[config.mk]
export PLATFORM = sky130hd
export DESIGN_NAME = hub_counter_scanner_flat
export DESIGN_NICKNAME = d
export VERILOG_FILES = /design/src/rtl/hub_counter_scanner_pkg.sv /design/src/rtl/hub_counter_scanner_if.sv /design/src/rtl/hub_counter_scanner_wb_read_master.sv /design/src/rtl/hub_counter_scanner.sv /design/src/flat_wrapper.sv
export SDC_FILE = /design/constraint.sdc
export NUM_CORES = 1
export LEC_CHECK = 0
export ABC_AREA = 1
export CELL_PAD_IN_SITES_DETAIL_PLACEMENT = 1
export CELL_PAD_IN_SITES_GLOBAL_PLACEMENT = 1
export CORE_MARGIN = 4
export CORE_UTILIZATION = 36
export CTS_BUF_LIST = sky130_fd_sc_hd__clkbuf_4 sky130_fd_sc_hd__clkbuf_8 sky130_fd_sc_hd__clkbuf_16
export CTS_CLUSTER_SIZE = 14
export DETAILED_ROUTE_END_ITERATION = 7
export PLACE_DENSITY = 0.78
export SYNTH_ARGS = -nofsm -noshare
export SYNTH_HDL_FRONTEND = slang
export SYNTH_SLANG_ARGS = --single-unit
[constraint.sdc]
create_clock -name clk_125 -period 1.99 [get_ports clk_125]
set_input_delay 0.199 -clock clk_125 [delete_from_list [all_inputs] [get_ports clk_125]]
set_output_delay 0.199 -clock clk_125 [all_outputs]
set_load 0.005 [all_outputs]
[src/rtl/hub_counter_scanner_pkg.sv]
// Shared types and helpers for the hub counter scanner.
// Holds the scan state encoding, width helper and counter address arithmetic.
package hub_counter_scanner_pkg;

  typedef enum logic [1:0] {
    ST_IDLE = 2'd0,
    ST_REQ  = 2'd1,
    ST_OUT  = 2'd2,
    ST_WAIT = 2'd3
  } scan_state_e;

  // $clog2 clamped to 1 so single-entry dimensions still get a real bit
  function automatic int width_min1(input int n);
    return (n <= 1) ? 1 : $clog2(n);
  endfunction

  function automatic int entry_addr(input int base, input int stride,
                                    input int port, input int index);
    return base + port * stride + index;
  endfunction

endpackage

[src/rtl/hub_counter_scanner_if.sv]
// Wishbone read bus plus result stream of the hub counter scanner.
// master: scanner side; slave: hub/consumer side.
interface hub_counter_scanner_if #(
  parameter int ADDR_WIDTH    = 8,
  parameter int DATA_WIDTH    = 16,
  parameter int COUNTER_WIDTH = 16,
  parameter int PORT_W        = 2,
  parameter int INDEX_W       = 2
);
  logic                     wb_cyc;
  logic                     wb_stb;
  logic                     wb_we;
  logic [ADDR_WIDTH-1:0]    wb_adr;
  logic [DATA_WIDTH-1:0]    wb_dat_i;
  logic                     wb_ack;
  logic                     wb_err;

  logic                     out_valid;
  logic                     out_ready;
  logic [PORT_W-1:0]        out_port;
  logic [INDEX_W-1:0]       out_index;
  logic [COUNTER_WIDTH-1:0] out_value;
  logic                     out_err;

  modport master (
    output wb_cyc, wb_stb, wb_we, wb_adr,
    input  wb_dat_i, wb_ack, wb_err,
    output out_valid, out_port, out_index, out_value, out_err,
    input  out_ready
  );

  modport slave (
    input  wb_cyc, wb_stb, wb_we, wb_adr,
    output wb_dat_i, wb_ack, wb_err,
    input  out_valid, out_port, out_index, out_value, out_err,
    output out_ready
  );
endinterface

[src/rtl/hub_counter_scanner_wb_read_master.sv]
// Single-read Wishbone classic engine with an access timeout.
// done is combinational in the cycle the access terminates; cyc drops at that edge.
module hub_counter_scanner_wb_read_master
  import hub_counter_scanner_pkg::*;
#(
  parameter int                    ADDR_WIDTH = 8,
  parameter int                    DATA_WIDTH = 16,
  parameter int                    TIMEOUT    = 64,
  parameter logic [ADDR_WIDTH-1:0] RESET_ADR  = '0
) (
  input  logic                  clk_125,
  input  logic                  rst_n,
  input  logic                  start,
  input  logic [ADDR_WIDTH-1:0] start_adr,
  output logic                  cyc,
  output logic                  stb,
  output logic                  we,
  output logic [ADDR_WIDTH-1:0] adr,
  input  logic [DATA_WIDTH-1:0] dat_i,
  input  logic                  ack,
  input  logic                  err,
  output logic                  done,
  output logic [DATA_WIDTH-1:0] rd_data,
  output logic                  rd_err
);

  localparam int TMR_W = width_min1(TIMEOUT);

  logic [TMR_W-1:0] tmr_q;
  logic             expired;

  assign expired = (tmr_q == TMR_W'(TIMEOUT - 1));
  assign stb     = cyc;
  assign we      = 1'b0;
  assign done    = cyc & (ack | err | expired);
  // Without ack the access ended by err or by timeout; err also wins over ack
  assign rd_err  = err | ~ack;
  assign rd_data = dat_i;

  always_ff @(posedge clk_125) begin
    if (!rst_n) begin
      cyc   <= 1'b0;
      adr   <= RESET_ADR;
      tmr_q <= '0;
    end else if (start) begin
      cyc   <= 1'b1;
      adr   <= start_adr;
      tmr_q <= '0;
    end else if (cyc) begin
      if (done) cyc <= 1'b0;
      tmr_q <= tmr_q + 1'b1;
    end
  end

endmodule

[src/rtl/hub_counter_scanner.sv]
// Periodically reads every per-port hub counter over Wishbone and streams
// {port, index, value, err} results on a valid/ready interface.
module hub_counter_scanner
  import hub_counter_scanner_pkg::*;
#(
  parameter int PORT_COUNT    = 4,
  parameter int COUNTERS      = 4,
  parameter int COUNTER_WIDTH = 16,
  parameter int ADDR_WIDTH    = 8,
  parameter int DATA_WIDTH    = 16,
  parameter int PORT_STRIDE   = 16,
  parameter int BASE_ADDR     = 0,
  parameter int INTERVAL      = 125000,
  parameter int TIMEOUT       = 64
) (
  input  logic                  clk_125,
  input  logic                  rst_n,
  input  logic                  enable,
  output logic                  scan_done,
  hub_counter_scanner_if.master bus
);

  localparam int PORT_W  = width_min1(PORT_COUNT);
  localparam int INDEX_W = width_min1(COUNTERS);
  localparam int WAIT_W  = width_min1(INTERVAL);

  scan_state_e              state_q, state_d;
  logic [PORT_W-1:0]        port_q, port_d;
  logic [INDEX_W-1:0]       index_q, index_d;
  logic [WAIT_W-1:0]        wait_q, wait_d;
  logic                     out_valid_q, out_valid_d;
  logic [COUNTER_WIDTH-1:0] out_value_q, out_value_d;
  logic                     out_err_q, out_err_d;
  logic                     scan_done_q, scan_done_d;

  logic                     start;
  logic [ADDR_WIDTH-1:0]    start_adr;
  logic                     rd_done;
  logic [DATA_WIDTH-1:0]    rd_data;
  logic                     rd_err;
  logic                     last_entry;
  logic                     index_wrap;

  assign index_wrap = (index_q == INDEX_W'(COUNTERS - 1));
  assign last_entry = index_wrap && (port_q == PORT_W'(PORT_COUNT - 1));

  hub_counter_scanner_wb_read_master #(
    .ADDR_WIDTH (ADDR_WIDTH),
    .DATA_WIDTH (DATA_WIDTH),
    .TIMEOUT    (TIMEOUT),
    .RESET_ADR  (ADDR_WIDTH'(BASE_ADDR))
  ) u_rd (
    .clk_125   (clk_125),
    .rst_n     (rst_n),
    .start     (start),
    .start_adr (start_adr),
    .cyc       (bus.wb_cyc),
    .stb       (bus.wb_stb),
    .we        (bus.wb_we),
    .adr       (bus.wb_adr),
    .dat_i     (bus.wb_dat_i),
    .ack       (bus.wb_ack),
    .err       (bus.wb_err),
    .done      (rd_done),
    .rd_data   (rd_data),
    .rd_err    (rd_err)
  );

  always_comb begin
    state_d     = state_q;
    port_d      = port_q;
    index_d     = index_q;
    wait_d      = wait_q;
    out_valid_d = out_valid_q;
    out_value_d = out_value_q;
    out_err_d   = out_err_q;
    scan_done_d = 1'b0;
    start       = 1'b0;

    case (state_q)
      ST_IDLE: begin
        if (enable) begin
          port_d  = '0;
          index_d = '0;
          start   = 1'b1;
          state_d = ST_REQ;
        end
      end
      ST_REQ: begin
        if (rd_done) begin
          out_valid_d = 1'b1;
          out_value_d = rd_err ? '0 : rd_data[COUNTER_WIDTH-1:0];
          out_err_d   = rd_err;
          state_d     = ST_OUT;
        end
      end
      ST_OUT: begin
        if (out_ready_accept(out_valid_q, bus.out_ready)) begin
          out_valid_d = 1'b0;
          if (last_entry) begin
            port_d      = '0;
            index_d     = '0;
            wait_d      = '0;
            scan_done_d = 1'b1;
            state_d     = ST_WAIT;
          end else begin
            // Next request issues straight from the accept edge
            index_d = index_wrap ? '0 : index_q + 1'b1;
            port_d  = index_wrap ? port_q + 1'b1 : port_q;
            start   = 1'b1;
            state_d = ST_REQ;
          end
        end
      end
      ST_WAIT: begin
        if (wait_q == WAIT_W'(INTERVAL - 1)) begin
          if (enable) begin
            start   = 1'b1;
            state_d = ST_REQ;
          end else begin
            state_d = ST_IDLE;
          end
        end else begin
          wait_d = wait_q + 1'b1;
        end
      end
      default: state_d = ST_IDLE;
    endcase

    start_adr = ADDR_WIDTH'(entry_addr(BASE_ADDR, PORT_STRIDE, int'(port_d), int'(index_d)));
  end

  function automatic logic out_ready_accept(input logic vld, input logic rdy);
    return vld & rdy;
  endfunction

  always_ff @(posedge clk_125) begin
    if (!rst_n) begin
      state_q     <= ST_IDLE;
      port_q      <= '0;
      index_q     <= '0;
      wait_q      <= '0;
      out_valid_q <= 1'b0;
      out_value_q <= '0;
      out_err_q   <= 1'b0;
      scan_done_q <= 1'b0;
    end else begin
      state_q     <= state_d;
      port_q      <= port_d;
      index_q     <= index_d;
      wait_q      <= wait_d;
      out_valid_q <= out_valid_d;
      out_value_q <= out_value_d;
      out_err_q   <= out_err_d;
      scan_done_q <= scan_done_d;
    end
  end

  assign bus.out_valid = out_valid_q;
  assign bus.out_port  = port_q;
  assign bus.out_index = index_q;
  assign bus.out_value = out_value_q;
  assign bus.out_err   = out_err_q;
  assign scan_done     = scan_done_q;

endmodule

[src/flat_wrapper.sv]
// flat-port wrapper written by rule: the top's interface ports become plain ports
module hub_counter_scanner_flat import hub_counter_scanner_pkg::*;
#(
  parameter int PORT_COUNT    = 4,
  parameter int COUNTERS      = 4,
  parameter int COUNTER_WIDTH = 16,
  parameter int ADDR_WIDTH    = 8,
  parameter int DATA_WIDTH    = 16,
  parameter int PORT_STRIDE   = 16,
  parameter int BASE_ADDR     = 0,
  parameter int INTERVAL      = 125000,
  parameter int TIMEOUT       = 64
)
  (clk_125, rst_n, enable, scan_done, bus_wb_cyc, bus_wb_stb, bus_wb_we, bus_wb_adr, bus_wb_dat_i, bus_wb_ack, bus_wb_err, bus_out_valid, bus_out_port, bus_out_index, bus_out_value, bus_out_err, bus_out_ready);
  hub_counter_scanner_if #(.ADDR_WIDTH(ADDR_WIDTH), .DATA_WIDTH(DATA_WIDTH), .COUNTER_WIDTH(COUNTER_WIDTH), .PORT_W((2)), .INDEX_W((2))) bus_i ();
  input  logic clk_125;
  input  logic rst_n;
  input  logic enable;
  output logic scan_done;
  output wire logic [$bits(bus_i.wb_cyc)-1:0] bus_wb_cyc;
  output wire logic [$bits(bus_i.wb_stb)-1:0] bus_wb_stb;
  output wire logic [$bits(bus_i.wb_we)-1:0] bus_wb_we;
  output wire logic [$bits(bus_i.wb_adr)-1:0] bus_wb_adr;
  input wire logic [$bits(bus_i.wb_dat_i)-1:0] bus_wb_dat_i;
  input wire logic [$bits(bus_i.wb_ack)-1:0] bus_wb_ack;
  input wire logic [$bits(bus_i.wb_err)-1:0] bus_wb_err;
  output wire logic [$bits(bus_i.out_valid)-1:0] bus_out_valid;
  output wire logic [$bits(bus_i.out_port)-1:0] bus_out_port;
  output wire logic [$bits(bus_i.out_index)-1:0] bus_out_index;
  output wire logic [$bits(bus_i.out_value)-1:0] bus_out_value;
  output wire logic [$bits(bus_i.out_err)-1:0] bus_out_err;
  input wire logic [$bits(bus_i.out_ready)-1:0] bus_out_ready;
  assign bus_wb_cyc = bus_i.wb_cyc;
  assign bus_wb_stb = bus_i.wb_stb;
  assign bus_wb_we = bus_i.wb_we;
  assign bus_wb_adr = bus_i.wb_adr;
  assign bus_i.wb_dat_i = bus_wb_dat_i;
  assign bus_i.wb_ack = bus_wb_ack;
  assign bus_i.wb_err = bus_wb_err;
  assign bus_out_valid = bus_i.out_valid;
  assign bus_out_port = bus_i.out_port;
  assign bus_out_index = bus_i.out_index;
  assign bus_out_value = bus_i.out_value;
  assign bus_out_err = bus_i.out_err;
  assign bus_i.out_ready = bus_out_ready;
  hub_counter_scanner #(.PORT_COUNT(PORT_COUNT), .COUNTERS(COUNTERS), .COUNTER_WIDTH(COUNTER_WIDTH), .ADDR_WIDTH(ADDR_WIDTH), .DATA_WIDTH(DATA_WIDTH), .PORT_STRIDE(PORT_STRIDE), .BASE_ADDR(BASE_ADDR), .INTERVAL(INTERVAL), .TIMEOUT(TIMEOUT)) u_core (.clk_125(clk_125), .rst_n(rst_n), .enable(enable), .scan_done(scan_done), .bus(bus_i));
endmodule
==> results of run 1 <==
repair_timing:
item,in CTS,in global routing
endpoints found under the hold margin,0,0
endpoints found under the setup margin,0,19
gates resized for setup,0,6
buffers inserted,0,1
cell families after synthesis:
kind of cell / Yosys count
and+or+nand+nor: 179
AOI/OAI and AO/OA: 67
buffers and inverters: 57
DFF: 53
adders and majority gates: 8
xor gates and xnor gates: 5
other: 1
placed cells by master (no fill, tap or decap), types with 2 or more instances in the layout:
cell type,instances
nand2_1,82
dfxtp_1,52
clkdlybuf4s50_1,50
nor2_1,48
inv_1,36
a21oi_1,35
nand3_1,23
o21ai_0,11
buf_4,10
a22oi_1,9
nand4_1,8
ha_1,8
nor3_1,7
nand2_2,6
o21ai_1,5
conb_1,5
clkbuf_8,5
o211ai_1,4
clkinv_1,3
xnor2_1,3
clkinvlp_4,2
clkinv_2,2
xor2_1,2
nor2_4,2
registers in the layout, summed over array words and instances, names as in the netlist:
register / cells
u_core.state_q: 2
u_core.bus.out_err: 1
u_core.u_rd.tmr_q: 6
u_core.bus.out_index: 2
u_core.wait_q: 17
u_core.u_rd.adr: 4
u_core.u_rd.cyc: 1
u_core.scan_done: 1
u_core.bus.out_value: 16
u_core.bus.out_valid: 1
u_core.bus.out_port: 2
metal layers:
layer / part of all wire, % / track usage, % / vias to the layer above
met5: 0 / 0 / -
met4: 1.1 / 4.640 / 0
met3: 2.7 / 3.057 / 9
met2: 52 / 31.19 / 35
met1: 44 / 20.81 / 1245
li1: - / - / 1305
tightest hold or removal path: cells and delay by family:
family,cells,cell delay [ps]
buffers and inverters,1,400
and+or+nand+nor,1,70
AOI/OAI and AO/OA,1,50
stage by stage:
step / std cells / hold WS [ps] / worst slack (ps) / setup TNS (ps)
after floorplan: 374 / 334.7 / 346.9 / 0
after CTS: 523 / 439.2 / 118.8 / 0
after global routing: 524 / 442.1 / -27.41 / -48.79
final: 524 / 441.3 / 167.0 / 0
after global placement: 515 / 451.7 / 135.4 / 0
after detailed placement: 515 / 457.7 / 98.67 / 0
final cells by class:
type                            instances  area share, %
Multi-Input combinational cell        264          39.49
Sequential cell                        53          31.87
Timing Repair Buffer                   60          17.27
Inverter                               43          5.068
Tap cell                               96          3.604
Clock buffer                            5          2.065
Clock inverter                          3         0.6381
where the power goes:
group | internal (mW) | switching (mW)
clock network | 0.251 | 0.391
registers | 1.10 | 0.0458
logic | 0.204 | 0.304
total | 1.55 | 0.740
worst max path at each step:
stage                                    to               from  slack (ps)  depth (start not counted)
global placement    u_core.bus.out_value[1]         bus_wb_err         140                          8
CTS                        u_core.wait_q[4]  u_core.state_q[0]         120                         11
floorplan                  u_core.wait_q[9]  u_core.state_q[0]         350                         12
global route              u_core.wait_q[13]   u_core.wait_q[0]         -30                         11
finish                    u_core.state_q[0]  u_core.state_q[0]         170                          7
detailed placement  u_core.bus.out_value[6]         bus_wb_err         100                          8
==> out/results.ini, run 1 <==
[logic_synthesis]
muxShareOfSynthArea_pct=0
synth_area_um2=2614
synth_xor_area_share_pct=1.675
synth_top_family_by_area=simple AND/OR/NAND/NOR gates
synth_area_per_cell_um2=7.064
synth_fa_ha_area_share_pct=3.830
yosysMostFrequentCell=nand2_1
synth_top_area_cell=dfxtp_1
synthCells=370
synth-edff-count=0
ys_seq_elements=53
synthFlopType=dfxtp_1
synth_compound_area_share_pct=14.55
synth_cell_types=29
yosysTopAreaCellShare_pct=40.59
yosys.area_share.simple_pct=29.39
ys_top_cells_by_count=nand2_1 (83), dfxtp_1 (53), nor2_1 (49)
yosys_warnings=0
ys_top_cells_by_area=dfxtp_1 (41%), nand2_1 (12%), nor2_1 (7.0%)
synth-seq-area-share_pct=40.59
synth-async-reset-ratio_pct=0

[route]
drtIter0Drc=50
vias_per_cell=4.950
drtPass1Iterations=4
avgRoutedWirePerCell_um=13.56
via_count=2594
drc=0
wirelength_um=7105
ant_nets=0

[power_and_ir_drop]
peakVddDrop_uv=336.3
p_per_area_nw_per_um2=687.9
power_mw=2.293
p_leak_nw=1.157

[clock_tree]
cts-root-buf=clkbuf_8
htreeDepth=2
clk_pin_slew_ps=100
cts_buffers=5
cts.sinks=53
cts_tree=done
clock_path_buffers=2
cts_hold_buf=0
insertion_delay_ps=310

[grt]
grtUsageTotal_pct=17.20
grt_max_degree=27
overflow=0
grt_pass1_vias=2732
grt_pass1_wl_um=12210
antenna_found_initial=0

[timing]
rsz0062_at_grt=true
slew_viol_final=0
hold_viol=0
relSlewSlack_pct=62.94
fin_skew_ps=5.662
fin_crit_ps=1823
tightest_slew_ps=551.7
setup_viol=0
fmax_ghz=0.5485
period_share_pct=91.61

[worst_hold_path]
min_from=bus_wb_dat_i[15]
worstHoldPathType=input port to flip-flop
min_path_cells=3
worstHoldEndpoint=u_core.bus.out_value[15]

[worst_setup_path]
worstPathRequired_ps=2190
critPathMaxFanout=6
rr_worst_depth=7
critical_path_buf_inv_count=2
path_class=flip-flop to flip-flop
crit_top_cell=nand2_1
r2r_slack_ps=170
slowest_delay_ps=440
critical_path.top_delay_family=compound AO/OA/AOI/OAI gates
cp_data_arrival_time_ps=2020
slowest_stage=dfxtp_1
timing.rr.start=u_core.state_q[0]
end_kind=flip-flop
path_cells=inv_1 > ha_1 > buf_4 > a22oi_1 > nand2_1 > nand2_1 > a21oi_1
worstSetupStartpointType=flip-flop
timing.rr.end=u_core.state_q[0]

[floorplanning]
fp.coreArea_um2=6907
fp.dieArea_um2=8688
start_util_pct=37.84
die_y_um=93.21
chipWidth_um=93.21
rows=30
io_pins=56

[layout]
nFillCells=927
multi_input_area_um2=1316
final_util_pct=48.26
antennaDiodeCount=0
design_area_um2=3333
drive_gt1_share_pct=8.411
layout.nets=457
ff_latch_area_um2=1062
syn_to_final_growth_pct=27.53

[place]
dpl_cell_area_um2=3222
hpwlAfterDp_um=5559
routabilityCongestion=0.7997
portBuffers=50

[run]
maxCapViolCount=0

[outcome]
status=finished, final reports clean

Note: power is estimated with default switching activity, not from simulation.
==> run 2, diff against run 1 <==
--- a/config.mk
+++ b/config.mk
@@ -9,11 +9,11 @@
 export CELL_PAD_IN_SITES_DETAIL_PLACEMENT = 1
 export CELL_PAD_IN_SITES_GLOBAL_PLACEMENT = 1
 export CORE_MARGIN = 4
-export CORE_UTILIZATION = 36
+export CORE_UTILIZATION = 39
 export CTS_BUF_LIST = sky130_fd_sc_hd__clkbuf_4 sky130_fd_sc_hd__clkbuf_8 sky130_fd_sc_hd__clkbuf_16
 export CTS_CLUSTER_SIZE = 14
 export DETAILED_ROUTE_END_ITERATION = 7
-export PLACE_DENSITY = 0.78
+export PLACE_DENSITY = 0.83
 export SYNTH_ARGS = -nofsm -noshare
 export SYNTH_HDL_FRONTEND = slang
 export SYNTH_SLANG_ARGS = --single-unit
==> constraint.sdc (replaced) <==
create_clock -name clk_125 -period 2.3 [get_ports clk_125]
set_input_delay 0.23 -clock clk_125 [delete_from_list [all_inputs] [get_ports clk_125]]
set_output_delay 0.23 -clock clk_125 [all_outputs]
set_load 0.005 [all_outputs]
==> out/results.ini, run 2 (same netlist as run 1, synthesis figures left out) <==
[outcome]
status=finished, final reports clean  ; unchanged

[layout]
layout.nets=450  ; was 457
largest_register_ffs=17  ; unchanged
syn_to_final_growth_pct=25.13  ; was 27.53%
antennaDiodeCount=0  ; unchanged
stdcell_count=498  ; was 524
regMostFlops=u_core.wait_q  ; unchanged
drive_gt1_share_pct=6.176  ; was 8.411%
layout_common_cells=nand2_1 (83), dfxtp_1 (53), clkdlybuf4s50_1 (50)  ; was nand2_1 (82), dfxtp_1 (52), clkdlybuf4s50_1 (50)
final_common_cell=nand2_1  ; unchanged

[worst_setup_path]
critical_path.top_delay_family=simple AND/OR/NAND/NOR gates  ; was compound AO/OA/AOI/OAI gates
critPathMaxFanout=12  ; was 6
slowest_delay_ps=380  ; was 440 ps
critical_path_buf_inv_count=2  ; unchanged
slowest_stage=dfxtp_1  ; unchanged
worstSetupStartpointType=flip-flop  ; unchanged
end_kind=flip-flop  ; unchanged
cp_data_arrival_time_ps=2300  ; was 2020 ps
worstPathRequired_ps=2560  ; was 2190 ps
path_class=flip-flop to flip-flop  ; unchanged
path_cells=inv_1 > ha_2 > inv_2 > nor2_4 > nand2_2 > o21ai_2 > nand2_2 > nor2_1 > nand3_1 > nand2_1 > nand2_1 > nor2_1  ; was inv_1 > ha_1 > buf_4 > a22oi_1 > nand2_1 > nand2_1 > a21oi_1

[run]
maxCapViolCount=0  ; unchanged

[clock_tree]
htreeDepth=2  ; unchanged
cts-root-buf=clkbuf_8  ; unchanged
cts.sinks=53  ; unchanged
post_cts_buffers=0  ; unchanged
clk_pin_slew_ps=100  ; about the same
insertion_delay_ps=310  ; about the same
clock_path_buffers=2  ; unchanged
cts_buffers=5  ; unchanged
cts_tree=done  ; unchanged

[timing]
fmax_ghz=0.4893  ; was 0.5485 GHz
slew_viol_final=0  ; unchanged
relSlewSlack_pct=60.84  ; was 62.94%
setup_viol=0  ; unchanged
rsz0062_at_grt=false  ; was true
whs_ps=461.3  ; was 441.3 ps
fin_skew_ps=4.921  ; was 5.662 ps
tightest_slew_ps=583.0  ; was 551.7 ps
fin_crit_ps=2044  ; was 1823 ps
period_share_pct=88.86  ; was 91.61%
setup_tns_ps=0  ; unchanged
hold_viol=0  ; unchanged

[floorplanning]
rows=29  ; was 30
io_pins=56  ; unchanged
chipWidth_um=89.87  ; was 93.21 um
start_util_pct=40.70  ; was 37.84%
fp.coreArea_um2=6422  ; was 6907 um2
die_y_um=89.87  ; was 93.21 um
fp.dieArea_um2=8076  ; was 8688 um2

[grt]
antenna_found_initial=0  ; unchanged
grtUsageTotal_pct=18.28  ; was 17.20%
grt_pass1_vias=2657  ; was 2,732
grt_pass1_wl_um=12430  ; was 12,210 um
overflow=0  ; unchanged
grt_max_degree=36  ; was 27

[place]
place_inst=490  ; was 515
routabilityCongestion=0.8008  ; was 0.7997
portBuffers=50  ; unchanged
hpwlAfterDp_um=5467  ; was 5559 um

[power_and_ir_drop]
peakVddDrop_uv=383.2  ; was 336.3 uV
p_per_area_nw_per_um2=631.8  ; was 687.9 nW/um2
p_leak_nw=1.138  ; was 1.157 nW

[route]
vias_per_cell=5.137  ; was 4.950
avgRoutedWirePerCell_um=14.60  ; was 13.56 um
wirelength_um=7269  ; was 7105 um
via_count=2558  ; was 2,594
drtIter0Drc=60  ; was 50
ant_nets=0  ; unchanged
drc=0  ; unchanged
drtPass1Iterations=4  ; unchanged

[worst_hold_path]
worstHoldPathType=input port to flip-flop  ; unchanged

run 2: worst paths after layout:
path / startpoint / endpoint / slack (ps) / depth (start not counted)
worst min register to register: u_core.bus.out_value[12] / u_core.bus.out_value[12] / 470 / 2
worst min-delay path: bus_wb_dat_i[14] / u_core.bus.out_value[14] / 460 / 3
worst max register to register: u_core.state_q[0] / u_core.wait_q[5] / 260 / 12
worst max-delay path: u_core.state_q[0] / u_core.wait_q[5] / 260 / 12
run 2: metrics by stage:
stage	total power, mW	worst slack, ps	instance area [um2]	utilization (%)
finish	2.066	256.2	3271	50.93
global route	2.190	8.932	3271	50.93
CTS	2.093	104.0	3266	50.85
detailed placement	1.427	173.7	3153	49.09
global placement	1.414	312.8	3153	49.09
floorplan	1.279	656.9	2629	-
run 2: worst reg2reg max path, delay by kind of cell (launching register included):
kind,cells,cell delay [ps]
buffers and inverters,2,220
flip-flops,1,380
AO/OA/AOI/OAI,1,90
adder cells (fa/ha/maj),1,280
AND/OR/NAND/NOR,8,1030
run 2: final cells by class:
cell class | instances | area (um2)
sequential | 53 | 1061
multi-input combinational | 264 | 1314
tap | 77 | 96.34
clock buffer | 5 | 68.82
clock inverter | 3 | 43.79
timing repair buffer | 53 | 523.0
fill | 844 | 3152
inverter | 43 | 163.9
run 2: power by group:
group	internal [mW]	switching [mW]	leakage [nW]
clock network	0.327	0.332	0.0585
registers	0.949	0.0384	0.428
logic	0.165	0.255	0.652
run 2: metal layers:
layer  GRT usage (%)  share of wire (%)
met5               0                  0
met4           5.357                1.1
met3           2.671                1.7
met2           32.77                 51
met1           22.72                 46
run 2: timing repair:
action                                  4_1_cts  5_1_grt
gates resized for setup                       0        2
hold buffers                                  0        0
endpoints found under the setup margin        0        6
